## src/rtl/dcache_pkg.sv

```systemverilog
// Shared types and address-field helpers for the direct-mapped data cache.
package dcache_pkg;

  localparam int unsigned ADDR_W     = 16;
  localparam int unsigned DATA_W     = 16;
  localparam int unsigned WORDS      = 4;
  localparam int unsigned WORD_SEL_W = 2;
  localparam int unsigned OFFSET_W   = 3;
  // Widest tag (SETS = 2); narrower tags are zero-extended into this field.
  localparam int unsigned TAG_MAX_W  = ADDR_W - OFFSET_W - 1;

  typedef enum logic [2:0] {
    StIdle,
    StCompare,
    StEvict,
    StFill,
    StFinish
  } state_e;

  typedef struct packed {
    logic                 valid;
    logic                 dirty;
    logic [TAG_MAX_W-1:0] tag;
  } line_meta_t;

  function automatic int unsigned index_w(int unsigned sets);
    return $clog2(sets);
  endfunction

  // Rebuild a memory byte address from its cache fields.
  function automatic logic [ADDR_W-1:0] word_addr(logic [TAG_MAX_W-1:0]  tag,
                                                  logic [TAG_MAX_W-1:0]  idx,
                                                  logic [WORD_SEL_W-1:0] word,
                                                  int unsigned           idx_bits);
    return (ADDR_W'(tag) << (OFFSET_W + idx_bits)) | (ADDR_W'(idx) << OFFSET_W) |
           (ADDR_W'(word) << 1);
  endfunction

endpackage

```

## src/rtl/dcache_array.sv

```systemverilog
// Line storage: tag/valid/dirty/data with one write port and asynchronous read.
module dcache_array
  import dcache_pkg::*;
#(
  parameter int unsigned SETS = 32
) (
  input  logic                                 clk,
  input  logic                                 rst,
  input  logic [index_w(SETS)-1:0]             rd_idx,
  output line_meta_t                           rd_meta,
  output logic [WORDS-1:0][DATA_W-1:0]         rd_line,
  input  logic                                 we_word,
  input  logic                                 we_meta,
  input  logic [index_w(SETS)-1:0]             wr_idx,
  input  logic [WORD_SEL_W-1:0]                wr_word,
  input  logic [DATA_W-1:0]                    wr_data,
  input  line_meta_t                           wr_meta
);

  logic [SETS-1:0]              valid_q;
  logic [SETS-1:0]              dirty_q;
  logic [TAG_MAX_W-1:0]         tag_q  [SETS];
  logic [WORDS-1:0][DATA_W-1:0] data_q [SETS];

  // Only the status bits need clearing; tags and data are qualified by valid.
  always_ff @(posedge clk or negedge rst) begin
    if (!rst) begin
      valid_q <= '0;
      dirty_q <= '0;
    end else if (we_meta) begin
      valid_q[wr_idx] <= wr_meta.valid;
      dirty_q[wr_idx] <= wr_meta.dirty;
    end
  end

  always_ff @(posedge clk) begin
    if (we_meta) begin
      tag_q[wr_idx] <= wr_meta.tag;
    end
    if (we_word) begin
      data_q[wr_idx][wr_word] <= wr_data;
    end
  end

  assign rd_meta = '{valid: valid_q[rd_idx], dirty: dirty_q[rd_idx], tag: tag_q[rd_idx]};
  assign rd_line = data_q[rd_idx];

endmodule

```

## src/rtl/dcache_ctrl.sv

```systemverilog
// Direct-mapped write-back/write-allocate data cache controller.
// Define DCACHE_STATS_EN to add saturating hit_count/miss_count outputs.
module dcache_ctrl
  import dcache_pkg::*;
#(
  parameter int unsigned SETS    = 32,
  parameter int unsigned MEM_LAT = 2
) (
  input  logic        clk,
  input  logic        rst,
  input  logic        Rd,
  input  logic        Wr,
  input  logic [15:0] Addr,
  input  logic [15:0] DataIn,
  output logic [15:0] DataOut,
  output logic        Done,
  output logic        Stall,
  output logic        CacheHit,
  output logic        err,
`ifdef DCACHE_STATS_EN
  output logic [15:0] hit_count,
  output logic [15:0] miss_count,
`endif
  output logic [15:0] mem_addr,
  output logic [15:0] mem_wdata,
  output logic        mem_wr,
  output logic        mem_rd,
  input  logic        mem_stall,
  input  logic [15:0] mem_rdata,
  input  logic        mem_rvalid
);

  localparam int unsigned IDX_W = index_w(SETS);
  localparam int unsigned QW    = $clog2(MEM_LAT + 1);

  state_e                  state_q, state_d;
  logic                    req_wr_q;
  logic [WORD_SEL_W-1:0]   req_word_q;
  logic [IDX_W-1:0]        req_idx_q;
  logic [TAG_MAX_W-1:0]    req_tag_q;
  logic [DATA_W-1:0]       req_data_q;
  logic [2:0]              xfer_q, xfer_d;
  logic [1:0]              rx_q, rx_d;
  logic [QW-1:0]           quiet_q;
  logic                    err_q, err_d;
  logic                    latch_req;

  line_meta_t                   meta;
  logic [WORDS-1:0][DATA_W-1:0] line;
  logic                         we_word, we_meta;
  logic [WORD_SEL_W-1:0]        wr_word;
  logic [DATA_W-1:0]            wr_data;
  line_meta_t                   wr_meta;

  logic hit, quiet, extra_rx, rx_take;

  dcache_array #(
    .SETS(SETS)
  ) u_array (
    .clk    (clk),
    .rst    (rst),
    .rd_idx (req_idx_q),
    .rd_meta(meta),
    .rd_line(line),
    .we_word(we_word),
    .we_meta(we_meta),
    .wr_idx (req_idx_q),
    .wr_word(wr_word),
    .wr_data(wr_data),
    .wr_meta(wr_meta)
  );

  assign hit      = meta.valid && (meta.tag == req_tag_q);
  // Returns still in flight from before a reset land inside this window and are dropped.
  assign quiet    = quiet_q < QW'(MEM_LAT);
  assign extra_rx = {1'b0, rx_q} >= xfer_q;
  assign rx_take  = mem_rvalid && !quiet && (state_q == StFill) && !extra_rx;

  always_comb begin
    state_d   = state_q;
    xfer_d    = xfer_q;
    rx_d      = rx_q;
    latch_req = 1'b0;
    err_d     = mem_rvalid && !quiet && !rx_take;
    Done      = 1'b0;
    CacheHit  = 1'b0;
    we_word   = 1'b0;
    we_meta   = 1'b0;
    wr_word   = req_word_q;
    wr_data   = req_data_q;
    wr_meta   = '{valid: 1'b1, dirty: 1'b1, tag: req_tag_q};
    mem_wr    = 1'b0;
    mem_rd    = 1'b0;
    mem_addr  = '0;
    mem_wdata = '0;

    unique case (state_q)
      StIdle: begin
        if (Rd && Wr) begin
          err_d = 1'b1;
        end else if (Rd || Wr) begin
          if (Addr[0]) begin
            err_d = 1'b1;
          end else begin
            latch_req = 1'b1;
            state_d   = StCompare;
          end
        end
      end
      StCompare: begin
        xfer_d = '0;
        rx_d   = '0;
        if (hit) begin
          Done     = 1'b1;
          CacheHit = 1'b1;
          we_word  = req_wr_q;
          we_meta  = req_wr_q;
          state_d  = StIdle;
        end else if (meta.valid && meta.dirty) begin
          state_d = StEvict;
        end else begin
          state_d = StFill;
        end
      end
      StEvict: begin
        mem_wr    = 1'b1;
        mem_addr  = word_addr(meta.tag, TAG_MAX_W'(req_idx_q), xfer_q[1:0], IDX_W);
        mem_wdata = line[xfer_q[1:0]];
        if (!mem_stall) begin
          if (xfer_q == 3'd3) begin
            xfer_d  = '0;
            state_d = StFill;
          end else begin
            xfer_d = xfer_q + 3'd1;
          end
        end
      end
      StFill: begin
        if (!xfer_q[2]) begin
          mem_rd   = 1'b1;
          mem_addr = word_addr(req_tag_q, TAG_MAX_W'(req_idx_q), xfer_q[1:0], IDX_W);
          if (!mem_stall) begin
            xfer_d = xfer_q + 3'd1;
          end
        end
        if (rx_take) begin
          we_word = 1'b1;
          wr_word = rx_q;
          wr_data = mem_rdata;
          rx_d    = rx_q + 2'd1;
          if (rx_q == 2'd3) begin
            we_meta = 1'b1;
            wr_meta = '{valid: 1'b1, dirty: 1'b0, tag: req_tag_q};
            xfer_d  = '0;
            state_d = StFinish;
          end
        end
      end
      StFinish: begin
        Done    = 1'b1;
        we_word = req_wr_q;
        we_meta = req_wr_q;
        state_d = StIdle;
      end
      default: state_d = StIdle;
    endcase
  end

  assign DataOut = Done ? line[req_word_q] : '0;
  assign Stall   = (state_q != StIdle) && !Done;
  assign err     = err_q;

  always_ff @(posedge clk or negedge rst) begin
    if (!rst) begin
      state_q    <= StIdle;
      xfer_q     <= '0;
      rx_q       <= '0;
      err_q      <= 1'b0;
      quiet_q    <= '0;
      req_wr_q   <= 1'b0;
      req_word_q <= '0;
      req_idx_q  <= '0;
      req_tag_q  <= '0;
      req_data_q <= '0;
    end else begin
      state_q <= state_d;
      xfer_q  <= xfer_d;
      rx_q    <= rx_d;
      err_q   <= err_d;
      if (quiet) begin
        quiet_q <= quiet_q + QW'(1);
      end
      if (latch_req) begin
        req_wr_q   <= Wr;
        req_word_q <= Addr[2:1];
        req_idx_q  <= Addr[OFFSET_W +: IDX_W];
        req_tag_q  <= TAG_MAX_W'(Addr >> (OFFSET_W + IDX_W));
        req_data_q <= DataIn;
      end
    end
  end

`ifdef DCACHE_STATS_EN
  logic [15:0] hit_cnt_q, miss_cnt_q;

  always_ff @(posedge clk or negedge rst) begin
    if (!rst) begin
      hit_cnt_q  <= '0;
      miss_cnt_q <= '0;
    end else if (Done) begin
      if (CacheHit) begin
        if (hit_cnt_q != 16'hFFFF) hit_cnt_q <= hit_cnt_q + 16'd1;
      end else begin
        if (miss_cnt_q != 16'hFFFF) miss_cnt_q <= miss_cnt_q + 16'd1;
      end
    end
  end

  assign hit_count  = hit_cnt_q;
  assign miss_count = miss_cnt_q;
`endif

endmodule

```

## config.mk

```make
export PLATFORM = sky130hd
export DESIGN_NAME = dcache_ctrl
export DESIGN_NICKNAME = d
export VERILOG_FILES = /design/src/rtl/dcache_pkg.sv /design/src/rtl/dcache_array.sv /design/src/rtl/dcache_ctrl.sv
export SDC_FILE = /design/constraint.sdc
export NUM_CORES = 2
export LEC_CHECK = 0
export CORE_MARGIN = 2
export CORE_UTILIZATION = 40
export DETAILED_ROUTE_END_ITERATION = 6
export PLACE_DENSITY = 0.64
export SYNTH_ARGS = -nofsm -noshare
export SYNTH_HDL_FRONTEND = slang
export SYNTH_HIERARCHICAL = 1
export SYNTH_SLANG_ARGS = --single-unit
```

## constraint.sdc

```tcl
create_clock -name clk -period 14.1 [get_ports clk]
set_input_delay 2.82 -clock clk [delete_from_list [all_inputs] [get_ports clk]]
set_output_delay 2.82 -clock clk [all_outputs]
set_load 0.01 [all_outputs]
```

==> key figures <==
Die
  – # rows: 183
  – Boundary pin count: ~110
  – Initial Utilization: 40.1%
  – DIE AREA: 0.253 mm²
  – Die Height: just over 500 µm
  – Core Box Area: 0.248 mm²
  – Die width: 503 µm

Cells and area
  – Synthesis-to-layout area growth: 14.6%
  – Sequential standard cell area: 0.0757 mm²
  – Combined area of the multi-input logic cells: 0.0233 mm²
  – Nets@finish: 4803
  – Fill count: 20200
  – Layout cells sized above 1: about a third

Clocking
  – Clk Latency, worst-skew pair: 0.93 ns
  – Max Root-Sink Buffers: 4
  – Root Buffer: clkbuf_16
  – CTS sink count: 2539
  – Post-CTS Resized: 0
  – Reg clk slew, reported paths: ~0.060 ns
  – Max H-tree Level: 5
  – Hold_buf cts: 0
  – CTS tree: done
  – Setup bufs post-CTS: 0
  – CTS buffer count: 274

Place
  – Post-DP HPWL: 145 mm
  – Input/output buffers: 106
  – Dpl ws: 5.42 ns
  – Routability congestion estimate: 0.817

Worst setup path
  – Critical Path RT: 11.28 ns
  – Startpoint types: flip-flop
  – Max FO, Critical Path: 68
  – Crit path arrival time: 6.69 ns
  – CP Capture Type: output port
  – Setup CP Type: flip-flop to output port

Synthesis
  – Main combinational cell family by area after synthesis: multiplexers
  – Ys Warns: 6
  – Mapped Area: 0.0995 mm²
  – Syn Area/Cell: 23.2 µm²
  – Async set-reset flop share out of synthesis: 4.21%
  – Yosys cell types: 60
  – Mux cell area share after synthesis: 20.1%
  – Syn Inst Count: ~4300
  – Register bit count reported by yosys: between 2000 and 3000
  – EDFF count, synth: 2432
  – Sequential share of the synthesized area: between 70% and 80%
  – Synth Area in XOR/XNOR: 0.0880%
  – Adder-cell share of the synthesized area: 0.0855%
  – Post-synth top flop: edfxtp_1
  – Compound-cell area share of the yosys netlist: 0.893%
  – Simple-gate area share of the yosys netlist: under 10%

STA
  – Final hold vios: 0
  – Slew Viols, Final: 2
  – Worst setup margin: 4.59 ns
  – Setup TNS: 0 ns
  – Fmax: 0.105 GHz
  – Max Clock Skew: roughly 0.084 ns
  – Period utilization: 67.4%
  – Final setup fails: 0
  – Measured slew at the worst slew-check pin: about 1.5 ns
  – Slew HR: -0.0324%
  – RSZ-0062 raised after global routing: false
  – Fin crit period: ~9.5 ns

GRT
  – Grt met2 use: 31.7%
  – GRT Util Overall: 20.2%
  – Grt ovf: 0
  – Most Used Layer, Global Route: met2
  – Initial antenna violation count: 5
  – GR Layer Usage met1: 27.8%
  – GR met3 Demand/Resource: 4.33%
  – Pin count of the biggest net entering global routing: approximately 130
  – Vias in the first global route: between 40000 and 50000
  – First-pass GRT wire length: around 360 mm

Power and ir drop
  – Cell Pwr Density: between 200 and 250 mW/mm²
  – Leakage power: 36.4 nW
  – Tot Pwr: 24.0 mW
  – Peak supply drop: 0.000162 V

Route
  – Final ANT Viol Nets: 0
  – Pre-antenna DRT Iters: 5
  – Detailed-route via count: ~47000
  – DRC viols: 0
  – Starting DRT DRC Count: 6494
  – Vias/cell: ~5.7
  – Drt total wl: 256 mm
  – Wirelength per Cell: ~31 µm

Job
  – Max Cap Viol: 0

Status
  – Status: complete, but fails checks
  – Violated checks: max-slew violations

Hold path
  – Hold Crit Class: flip-flop to flip-flop
## metal layers
metal / share of wire [%] / vias to the layer above / routed length, µm
met5: 0 / - / 0
met4: 4.0 / 0 / 10200
met3: 8.7 / 424 / 22400
met2: 47 / 2226 / 121000
met1: 40 / 25700 / 102000
li1: - / 19000 / -
## flip-flops by register name, summed over array words and instances, names as in the netlist, 2 cells and up
name / count
quiet_q: 2
req_data_q: 16
req_idx_q: 5
req_tag_q: 8
req_word_q: 2
rx_q: 2
state_q: 3
u_array/data_q: 2048
u_array/dirty_q: 32
u_array/tag_q: 384
u_array/valid_q: 32
xfer_q: 3
## cells in the final DEF, fill, tap and decap left out, drive strengths merged, types with 9 or more instances in the layout
cell type and instances:
a21boi 16, a221oi 22, a22o 11, and2 27, buf 185, bufinv 17
clkbuf 339, clkdlybuf4s50 105, clkinv 97, conb 134, dfrtp 107, edfxtp 2432
inv 43, mux2 214, mux2i 58, mux4 750, nand2 62, nand3 37
nor2 139, o21ai 9, o22ai 34, xor2 9
## worst max-delay path: stages (launching register included)
cell and delay (ns):
dfrtp_4 0.74, buf_4 0.54, buf_4 0.79, buf_4 0.96, mux4_2 0.38, mux2_2 0.16, o22ai_1 0.08, a221oi_1 0.79
mux4_2 0.38, a21boi_1 0.17, clkdlybuf4s50_1 0.58
## cells in the mapped netlist (22+ instances only)
cell / n / area share (%)
a221oi_1: 22 / 0.19
and2_1: 26 / 0.16
buf_2: 86 / 0.43
clkbuf_1: 123 / 0.46
dfrtp_1: 107 / 2.7
edfxtp_1: 2432 / 73
inv_1: 39 / 0.15
mux2_2: 166 / 1.9
mux2_4: 30 / 0.45
mux2i_1: 58 / 0.58
mux4_2: 750 / 17
nand2_1: 61 / 0.23
nand3_1: 37 / 0.19
nor2_1: 139 / 0.52
o22ai_1: 34 / 0.21
## logic make-up after synthesis
family                     after synthesis
DFF                                   2539
muxes                                 1022
and+or+nand+nor                        304
buffers and inverters                  291
AOI/OAI and AO/OA                      121
xor gates and xnor gates                10
adders and majority gates                7
other                                    2
## final timing paths
path,from,to,slack (ns),cells past startpoint
max,req_idx_q[2],DataOut[9],4.59,10
min,quiet_q[0],quiet_q[0],0.46,1
max reg2reg,req_idx_q[0],u_array/data_q[26][42],7.07,13
min reg2reg,quiet_q[0],quiet_q[0],0.46,1
max in group asynchronous,rst,req_data_q[3],10.73,2
min in group asynchronous,rst,req_tag_q[5],1.90,1
## power by group
part	internal, mW	switching [mW]
registers	9.55	0.229
logic	3.00	4.54
clock network	3.91	2.79
## through the flow
step                utilization (%)  instance area [µm²]  hold slack (ns)  instances
global route                   46.0               114000            0.487       8258
detailed placement             42.7               106000            0.448       7797
CTS                            46.0               114000            0.459       8257
finish                         46.0               114000            0.459       8262
global placement               42.7               106000            0.445       7797
floorplan                         -               100000            0.429       4428
## area by class of cell
class                           instances  share of cell area [%]
Clock buffer                          339                    6.32
Clock inverter                        121                   0.862
Multi-Input combinational cell       1598                    20.4
Sequential cell                      2539                    66.4
Antenna cell                            5                  0.0110
Timing Repair Buffer                  290                    2.22
Inverter                               40                   0.134
Tap cell                             3330                    3.65
Note: power is estimated with default switching activity, not from simulation.
